$ cat src/rtl/dtw_feed_ctrl_if.sv
`default_nettype none
// ============================================================================
// Module   : dtw_feed_ctrl_if
// Brief    : Query stream, reference memory, core and result signals of the
//            DTW feed controller, bundled with controller/environment views.
// Revision : 1.0 - initial release
// ============================================================================
interface dtw_feed_ctrl_if #(
    parameter int width  = 16,
    parameter int ADDR_W = 20
);
    logic              start;
    logic [31:0]       ref_len;
    logic              sq_valid;
    logic [width-1:0]  sq_data;
    logic              sq_ready;
    logic              ref_rd;
    logic [ADDR_W-1:0] ref_addr;
    logic [width-1:0]  ref_data;
    logic              core_rst;
    logic              core_running;
    logic [width-1:0]  core_squiggle;
    logic [width-1:0]  core_rword;
    logic [width-1:0]  core_minval;
    logic [31:0]       core_position;
    logic              core_done;
    logic              res_valid;
    logic              res_ready;
    logic [width-1:0]  res_minval;
    logic [31:0]       res_position;
    logic              busy;

    modport master (
        input  start, ref_len, sq_valid, sq_data, ref_data,
               core_minval, core_position, core_done, res_ready,
        output sq_ready, ref_rd, ref_addr, core_rst, core_running,
               core_squiggle, core_rword, res_valid, res_minval,
               res_position, busy
    );

    modport slave (
        output start, ref_len, sq_valid, sq_data, ref_data,
               core_minval, core_position, core_done, res_ready,
        input  sq_ready, ref_rd, ref_addr, core_rst, core_running,
               core_squiggle, core_rword, res_valid, res_minval,
               res_position, busy
    );
endinterface
`default_nettype wire

$ cat src/rtl/dtw_feed_ctrl.sv
`default_nettype none
// ============================================================================
// Module   : dtw_feed_ctrl
// Brief    : Sequences one query and the reference stream into the DTW core,
//            flushes it and returns the captured minimum and position.
// Revision : 1.0 - initial release
// ============================================================================
module dtw_feed_ctrl #(
    parameter int width    = 16,
    parameter int SQG_SIZE = 250,
    parameter int ADDR_W   = 20
) (
    input  logic            clk,
    input  logic            rst_n,
    dtw_feed_ctrl_if.master bus
);
    localparam logic [width-1:0] c_PAD = '1;

    typedef enum logic [2:0] {
        S_IDLE   = 3'd0,
        S_PRIME  = 3'd1,
        S_STREAM = 3'd2,
        S_FLUSH  = 3'd3,
        S_RESULT = 3'd4
    } state_t;

    state_t           r_state;
    state_t           w_state_nxt;
    logic [31:0]      r_beat;
    logic [31:0]      r_ref_len;
    logic             r_flush_last;
    logic             r_rd_pending;
    logic [width-1:0] r_rword_hold;
    logic [width-1:0] r_res_minval;
    logic [31:0]      r_res_position;

    logic             w_sq_ready;
    logic             w_running;
    logic             w_rd;
    logic [width-1:0] w_squiggle;
    logic [width-1:0] w_rword;
    logic [width-1:0] w_word;

    always_comb begin
        w_state_nxt = r_state;
        w_sq_ready  = 1'b0;
        w_running   = 1'b0;
        w_rd        = 1'b0;
        w_squiggle  = '0;
        w_rword     = c_PAD;
        // Fresh read data is only on the bus for one cycle; afterwards the hold copy stands in.
        w_word      = r_rd_pending ? bus.ref_data : r_rword_hold;
        case (r_state)
            S_IDLE: begin
                if (bus.start) begin
                    w_state_nxt = (bus.ref_len == 32'd0) ? S_RESULT : S_PRIME;
                end
            end
            S_PRIME: begin
                w_state_nxt = S_STREAM;
            end
            S_STREAM: begin
                if (r_beat == 32'd0) begin
                    w_running = 1'b1;
                end else if (r_beat <= 32'(SQG_SIZE)) begin
                    w_sq_ready = 1'b1;
                    w_running  = bus.sq_valid;
                    w_squiggle = bus.sq_data;
                end else begin
                    w_running = 1'b1;
                end
                if ((r_beat != 32'd0) && (r_beat <= r_ref_len)) begin
                    w_rword = w_word;
                end
                w_rd = w_running && (r_beat < r_ref_len);
                if (w_running && bus.core_done) begin
                    w_state_nxt = S_FLUSH;
                end
            end
            S_FLUSH: begin
                w_running = 1'b1;
                if (r_flush_last) begin
                    w_state_nxt = S_RESULT;
                end
            end
            S_RESULT: begin
                if (bus.res_ready) begin
                    w_state_nxt = S_IDLE;
                end
            end
            default: begin
                w_state_nxt = S_IDLE;
            end
        endcase
    end

    always_ff @(posedge clk or negedge rst_n) begin
        if (!rst_n) begin
            r_state        <= S_IDLE;
            r_beat         <= '0;
            r_ref_len      <= '0;
            r_flush_last   <= 1'b0;
            r_rd_pending   <= 1'b0;
            r_rword_hold   <= c_PAD;
            r_res_minval   <= c_PAD;
            r_res_position <= '0;
        end else begin
            r_state      <= w_state_nxt;
            r_rd_pending <= w_rd;
            if (r_rd_pending) begin
                r_rword_hold <= bus.ref_data;
            end
            if ((r_state == S_IDLE) && bus.start) begin
                r_ref_len <= bus.ref_len;
            end
            if (r_state == S_PRIME) begin
                r_beat <= '0;
            end else if ((r_state == S_STREAM) && w_running) begin
                r_beat <= r_beat + 32'd1;
            end
            r_flush_last <= (r_state == S_FLUSH) ? ~r_flush_last : 1'b0;
            if ((r_state == S_IDLE) && bus.start && (bus.ref_len == 32'd0)) begin
                r_res_minval   <= c_PAD;
                r_res_position <= '0;
            end else if ((r_state == S_FLUSH) && (w_state_nxt == S_RESULT)) begin
                r_res_minval   <= bus.core_minval;
                r_res_position <= bus.core_position;
            end
        end
    end

    assign bus.sq_ready      = w_sq_ready;
    assign bus.core_running  = w_running;
    assign bus.core_squiggle = w_squiggle;
    assign bus.core_rword    = w_rword;
    assign bus.ref_rd        = w_rd;
    assign bus.ref_addr      = w_rd ? r_beat[ADDR_W-1:0] : '0;
    assign bus.core_rst      = (r_state == S_IDLE) || (r_state == S_PRIME);
    assign bus.res_valid     = (r_state == S_RESULT);
    assign bus.res_minval    = r_res_minval;
    assign bus.res_position  = r_res_position;
    assign bus.busy          = (r_state != S_IDLE);

endmodule
`default_nettype wire

$ cat src/flat_wrapper.sv
// flat-port wrapper written by rule: the top's interface ports become plain ports
module dtw_feed_ctrl_flat 
#(
    parameter int width    = 16,
    parameter int SQG_SIZE = 250,
    parameter int ADDR_W   = 20
)
  (clk, rst_n, bus_start, bus_ref_len, bus_sq_valid, bus_sq_data, bus_ref_data, bus_core_minval, bus_core_position, bus_core_done, bus_res_ready, bus_sq_ready, bus_ref_rd, bus_ref_addr, bus_core_rst, bus_core_running, bus_core_squiggle, bus_core_rword, bus_res_valid, bus_res_minval, bus_res_position, bus_busy);
  dtw_feed_ctrl_if #(.width(width), .ADDR_W(ADDR_W)) bus_i ();
  input  logic clk;
  input  logic rst_n;
  input wire logic [$bits(bus_i.start)-1:0] bus_start;
  input wire logic [$bits(bus_i.ref_len)-1:0] bus_ref_len;
  input wire logic [$bits(bus_i.sq_valid)-1:0] bus_sq_valid;
  input wire logic [$bits(bus_i.sq_data)-1:0] bus_sq_data;
  input wire logic [$bits(bus_i.ref_data)-1:0] bus_ref_data;
  input wire logic [$bits(bus_i.core_minval)-1:0] bus_core_minval;
  input wire logic [$bits(bus_i.core_position)-1:0] bus_core_position;
  input wire logic [$bits(bus_i.core_done)-1:0] bus_core_done;
  input wire logic [$bits(bus_i.res_ready)-1:0] bus_res_ready;
  output wire logic [$bits(bus_i.sq_ready)-1:0] bus_sq_ready;
  output wire logic [$bits(bus_i.ref_rd)-1:0] bus_ref_rd;
  output wire logic [$bits(bus_i.ref_addr)-1:0] bus_ref_addr;
  output wire logic [$bits(bus_i.core_rst)-1:0] bus_core_rst;
  output wire logic [$bits(bus_i.core_running)-1:0] bus_core_running;
  output wire logic [$bits(bus_i.core_squiggle)-1:0] bus_core_squiggle;
  output wire logic [$bits(bus_i.core_rword)-1:0] bus_core_rword;
  output wire logic [$bits(bus_i.res_valid)-1:0] bus_res_valid;
  output wire logic [$bits(bus_i.res_minval)-1:0] bus_res_minval;
  output wire logic [$bits(bus_i.res_position)-1:0] bus_res_position;
  output wire logic [$bits(bus_i.busy)-1:0] bus_busy;
  assign bus_i.start = bus_start;
  assign bus_i.ref_len = bus_ref_len;
  assign bus_i.sq_valid = bus_sq_valid;
  assign bus_i.sq_data = bus_sq_data;
  assign bus_i.ref_data = bus_ref_data;
  assign bus_i.core_minval = bus_core_minval;
  assign bus_i.core_position = bus_core_position;
  assign bus_i.core_done = bus_core_done;
  assign bus_i.res_ready = bus_res_ready;
  assign bus_sq_ready = bus_i.sq_ready;
  assign bus_ref_rd = bus_i.ref_rd;
  assign bus_ref_addr = bus_i.ref_addr;
  assign bus_core_rst = bus_i.core_rst;
  assign bus_core_running = bus_i.core_running;
  assign bus_core_squiggle = bus_i.core_squiggle;
  assign bus_core_rword = bus_i.core_rword;
  assign bus_res_valid = bus_i.res_valid;
  assign bus_res_minval = bus_i.res_minval;
  assign bus_res_position = bus_i.res_position;
  assign bus_busy = bus_i.busy;
  dtw_feed_ctrl #(.width(width), .SQG_SIZE(SQG_SIZE), .ADDR_W(ADDR_W)) u_core (.clk(clk), .rst_n(rst_n), .bus(bus_i));
endmodule
$ cat config.mk
export PLATFORM = sky130hd
export DESIGN_NAME = dtw_feed_ctrl_flat
export DESIGN_NICKNAME = d
export VERILOG_FILES = /design/src/rtl/dtw_feed_ctrl_if.sv /design/src/rtl/dtw_feed_ctrl.sv /design/src/flat_wrapper.sv
export SDC_FILE = /design/constraint.sdc
export NUM_CORES = 1
export LEC_CHECK = 0
export CAP_MARGIN = 10
export CORE_ASPECT_RATIO = 1.75
export CORE_MARGIN = 4
export CORE_UTILIZATION = 40
export DETAILED_ROUTE_END_ITERATION = 10
export GPL_TIMING_DRIVEN = 0
export PLACE_DENSITY = 0.79
export SYNTH_ARGS = -nofsm -noshare
export SYNTH_HDL_FRONTEND = slang
export SYNTH_SLANG_ARGS = --single-unit
$ cat constraint.sdc
create_clock -name clk -period 7.3 [get_ports clk]
set_input_delay 1.46 -clock clk [delete_from_list [all_inputs] [get_ports clk]]
set_output_delay 1.46 -clock clk [all_outputs]
set_load 0.02 [all_outputs]
Word level (Yosys, flattened, before mapping) --
Index checks and enable logic that the tools add are counted.
Storage, ports and cells: input bits 118, flip-flop bits (word level) 133, output and inout bits 106
Cells by class: reductions and logical operators 15, add/sub/neg operators 1, bitwise operators 1, eq/ne operators 5, mux-type cells 28, order comparisons 3
Operators with widths (number):
- $mux 16 | 8
- $mux 32 | 4
- $logic_not 32->1 | 2
- $add 32x1->32 const B | 1
- $le 32x32->1 | 1
- $le 32x8->1 const B | 1
- $lt 32x32->1 | 1
- $reduce_bool 32->1 | 1
- $mux 20 | 1
- $mux 3 | 5
- $pmux 3 s5 | 1
- $mux 1 | 8
- $logic_and 1x1->1 | 7
- $eq 3x2->1 const B | 2
- $eq 3x3->1 const B | 2
- $reduce_bool 2->1 | 2
- $eq 3x1->1 const B | 1
- $logic_not 3->1 | 1
- $reduce_bool 3->1 | 1
- $pmux 1 s2 | 1
- $logic_or 1x1->1 | 1
- $not 1->1 | 1

Logic depth before layout (Yosys ltp) --
depth in word-level cells 11, mapped depth 9

Least setup slack after synthesis --
Ideal clock, no wire load.
kind input to output, start input bus_sq_valid, end output bus_ref_addr[10], data arrival time 2614 ps, path slack 3226 ps, stages on the path 6, cells stage by stage a21oi_1 -> nor4b_2 -> nand2b_4 -> nor4_4 -> buf_2 -> and2_1
On the way: longest elaborated chain between the ends 6
RTL lines:
- start, declared | line flat_wrapper.sv:14 | input wire logic [$bits(bus_i.sq_valid)-1:0] bus_sq_valid;
- $mux 1 | line dtw_feed_ctrl.sv:65 | end else if (r_beat <= 32'(SQG_SIZE)) begin
- $mux 1 | line dtw_feed_ctrl.sv:63 | if (r_beat == 32'd0) begin
- $mux 1 | line dtw_feed_ctrl.sv:53 | case (r_state)
- $logic_and 1x1->1 | line dtw_feed_ctrl.sv:75 | w_rd = w_running && (r_beat < r_ref_len);
- $mux 1 | line dtw_feed_ctrl.sv:53
- via bus_ref_rd | line flat_wrapper.sv:22 | output wire logic [$bits(bus_i.ref_rd)-1:0] bus_ref_rd;
- $mux 20 | line dtw_feed_ctrl.sv:137 | assign bus.ref_addr = w_rd ? r_beat[ADDR_W-1:0] : '0;
- end, declared | line flat_wrapper.sv:23 | output wire logic [$bits(bus_i.ref_addr)-1:0] bus_ref_addr;
The timed path passes the listed nets, and every way through them passes these cells. The select of a mux whose other input is x is not followed.

Final worst setup path --
start input bus_sq_valid, end output bus_ref_addr[8]
On the way: longest elaborated chain between the ends 6
RTL lines (line):
- $mux 1 | dtw_feed_ctrl.sv:65
- $mux 1 | dtw_feed_ctrl.sv:63
- $mux 1 | dtw_feed_ctrl.sv:53
- $logic_and 1x1->1 | dtw_feed_ctrl.sv:75
- $mux 1 | dtw_feed_ctrl.sv:53
- $mux 20 | dtw_feed_ctrl.sv:137
No other way between the ends. The select of a mux whose other input is x is not followed.

==> flow_summary.json <==
{
  "synthToLayoutAreaGrowth_pct": 46.08,
  "syn-num-nets": 818,
  "port_buffers": 223,
  "worst_slack_ns": 2.004,
  "drc_errors": 0,
  "maxCapViolCount": 0,
  "die_h_um": 180.6,
  "grt_pass1_vias": 6321,
  "crit_path_end_kind": "output pin",
  "antenna_found_initial": 0,
  "cp-start-kind": "input port",
  "fmax_mhz": 188.8,
  "worstMarginPinSlew_ns": 0.7099,
  "cts_made_buffers": 17,
  "synth_area_um2": 6808,
  "wl_mm": 20.92,
  "htreeDepth": 4,
  "nNetsFinal": 1061,
  "vdd_drop_max_v": 0.0001809,
  "hold_buffers": 0,
  "routedWlPerCell_um": 18.27,
  "track_usage_pct": 21.74,
  "power.switching_mw": 1.565,
  "worst_hold_slack_ns": 0.5008,
  "clock_skew_ns": 0.01036,
  "drive_above_1_share_pct": 11.62,
  "place.gp.congestion": 0.8853,
  "hpwl_mm": 16.21,
  "grt_pass1_wl_mm": 32.95,
  "postSynthAreaPerCell_um2": 10.24,
  "clk_latency_ns": 0.42,
  "die-area_um2": 19250,
  "synth_warnings": 0,
  "vias_per_cell": 5.279,
  "comb_power_share_pct": 47.8,
  "seq_area_um2": 3368,
  "antenna_cells": 0,
  "p_seq_share_pct": 30.8,
  "finalHoldViolCount": 0,
  "critical_path_class": "input port to output pin",
  "syn_inst": 665,
  "cts_buffer_depth": 2,
  "fin_crit_sh_pct": 72.55,
  "p_int_mw": 2.503,
  "grt.overflow.total": 0,
  "ys_seq_area_share_pct": 49.48,
  "cts_sinks": 133,
  "rsz0062_at_grt": "no",
  "core-area_um2": 16600,
  "drtIter0Drc": 287,
  "total_power_mw": 4.068,
  "leakagePower_nw": 4.216,
  "cp_max_fo": 10,
  "cts_tree": "yes",
  "ys_ff_latch": 133,
  "worstPathRequired_ns": 5.84,
  "ios": 224,
  "setup_viol_count_final": 0,
  "path_clk_slew_ns": 0.07,
  "worstPathArrival_ns": 3.84,
  "multi_input_area_um2": 3159,
  "vias": 6044,
  "pwr_density_cell_nw_per_um2": 409.0,
  "die_w_um": 106.6,
  "drv_slew": 0,
  "p_sw_share_pct": 38.47,
  "hold_path.class": "flop to flop",
  "first_pass_iters": 5,
  "cts-resized-gates": 0,
  "grt_max_degree": 74,
  "ant_nets": 0,
  "postCtsSetupBuffers": 0,
  "root_buffer": "clkbuf_16",
  "final_core_util_pct": 59.90,
  "slew_headroom_pct": 52.31,
  "start_util_pct": 41.01,
  "status": "completed",
  "finalCriticalPeriod_ns": 5.296,
  "dp_slack_ns": 2.004,
  "tns_ns": 0,
  "rows": 62,
  "p_clk_share_pct": 21.4,
  "synth_cell_type_count": 50,
  "nFillCells": 1448
}
worst max-delay path: stages:
cell	delay, ns
clkdlybuf4s50_1	0.50
a21oi_1	0.05
nor4b_2	0.18
nand2b_4	0.20
nor4_4	0.34
buf_2	0.28
and2_1	0.20
clkdlybuf4s50_1	0.62
per-layer routing:
layer,routed length [µm],share of wire (%),track usage (%),vias to the layer above
li1,-,-,-,2869
met3,1010,4.8,3.729,64
met5,0,0,0,-
met4,1088,5.2,12.60,0
met1,7469,36,22.52,2903
met2,11360,54,40.16,208
kinds of logic (layout without fill, tap and decap cells):
family	count (synthesis)	after routing	share of synthesized area, %
simple gates	253	253	20.99
compound gates	137	137	13.53
flops	133	133	49.48
buf+inv	70	326	4.117
fa+ha+maj	35	35	6.433
mux	21	21	3.400
xor+xnor	16	16	2.058
final cells by class:
type,instances,share of cell area [%]
buffer,32,1.384
clock buffer,18,4.316
clock inverter,14,1.673
inverter,38,1.434
multi-input combinational,462,31.77
sequential,133,33.87
tap,224,2.818
timing repair buffer,224,22.74
path summary, 6_finish.rpt:
check / from / to / slack (ns) / depth (start not counted)
max reg2reg: u_core.r_beat[11] / u_core.r_rd_pending / 4.74 / 6
min in group asynchronous: rst_n / u_core.r_ref_len[22] / 1.01 / 1
min: u_core.bus.res_position[15] / u_core.bus.res_position[15] / 0.50 / 1
min reg2reg: u_core.bus.res_position[15] / u_core.bus.res_position[15] / 0.50 / 1
max in group asynchronous: rst_n / u_core.bus.res_minval[2] / 5.49 / 2
max: bus_sq_valid / bus_ref_addr[8] / 2.00 / 8
synth_stat cells, drive strengths merged:
master	instances	area (µm²)
dfrtp	101	2527
nand2	68	255.2
o21ai	48	240.2
and2	39	244.0
inv	38	142.6
ha	35	437.9
nor2	33	123.9
a22o	32	280.3
dfstp	32	840.8
a21oi	24	120.1
nand4	21	131.4
clkbuf	19	71.32
nor4	19	167.7
mux2	17	191.4
o22a	16	140.1
nand3b	15	112.6
nor3	14	70.07
buf	13	66.31
nand3	13	75.07
xnor2	12	105.1
or3	9	56.30
a21o	4	30.03
and3	4	25.02
mux2i	4	40.04
nor4b	4	47.55
xor2	4	35.03
and4	3	26.28
nor2b	3	18.77
o211ai	3	22.52
a211oi	2	20.02
nand4b	2	17.52
o31ai	2	15.01
or4	2	15.01
a2111oi	1	8.760
a221oi	1	8.760
a31oi	1	6.260
and4b	1	10.01
nand2b	1	13.76
nor3b	1	12.51
o2111a	1	11.26
o2111ai	1	8.760
o221ai	1	8.760
or2	1	6.260
per-stage QoR:
step,cells,instance area (µm²)
CTS,1145,9945
finish,1145,9945
global placement,1112,9320
floorplan,665,6808
detailed placement,1113,9349
global route,1145,9945
cells in the final DEF (no fill, tap or decap), types with 12 or more instances in the layout:
cell               n
a21oi_1           24
xnor2_1           12
nand3b_1          15
mux2_2            17
clkdlybuf4s50_1  222
dfstp_2           32
nor3_1            14
ha_1              35
clkbuf_16         17
inv_1             38
clkbuf_1          20
o22a_1            16
nand2_1           68
a22o_1            32
nor4_1            14
nor2_1            33
and2_1            39
o21ai_0           48
dfrtp_1          101
nand4_1           21
sequential cells by signal, summed over array words and instances, names as in the netlist:
| signal | count |
|---|---|
| u_core.r_rd_pending | 1 |
| u_core.r_ref_len | 32 |
| u_core.r_beat | 32 |
| u_core.r_state | 3 |
| u_core.r_flush_last | 1 |
| u_core.bus.res_minval | 16 |
| u_core.bus.res_position | 32 |
| u_core.r_rword_hold | 16 |
power by group through the flow:
stage | clock network, mW | registers, mW | logic (mW)
2_1_floorplan | 0 | 1.38 | 0.970
3_3_place_gp | 0 | 1.25 | 1.91
3_5_place_dp | 0 | 1.26 | 1.95
4_1_cts | 0.881 | 1.25 | 1.96
5_1_grt | 0.920 | 1.29 | 2.10
6_report | 0.869 | 1.25 | 1.94
Power figures use the tool's default switching activity.
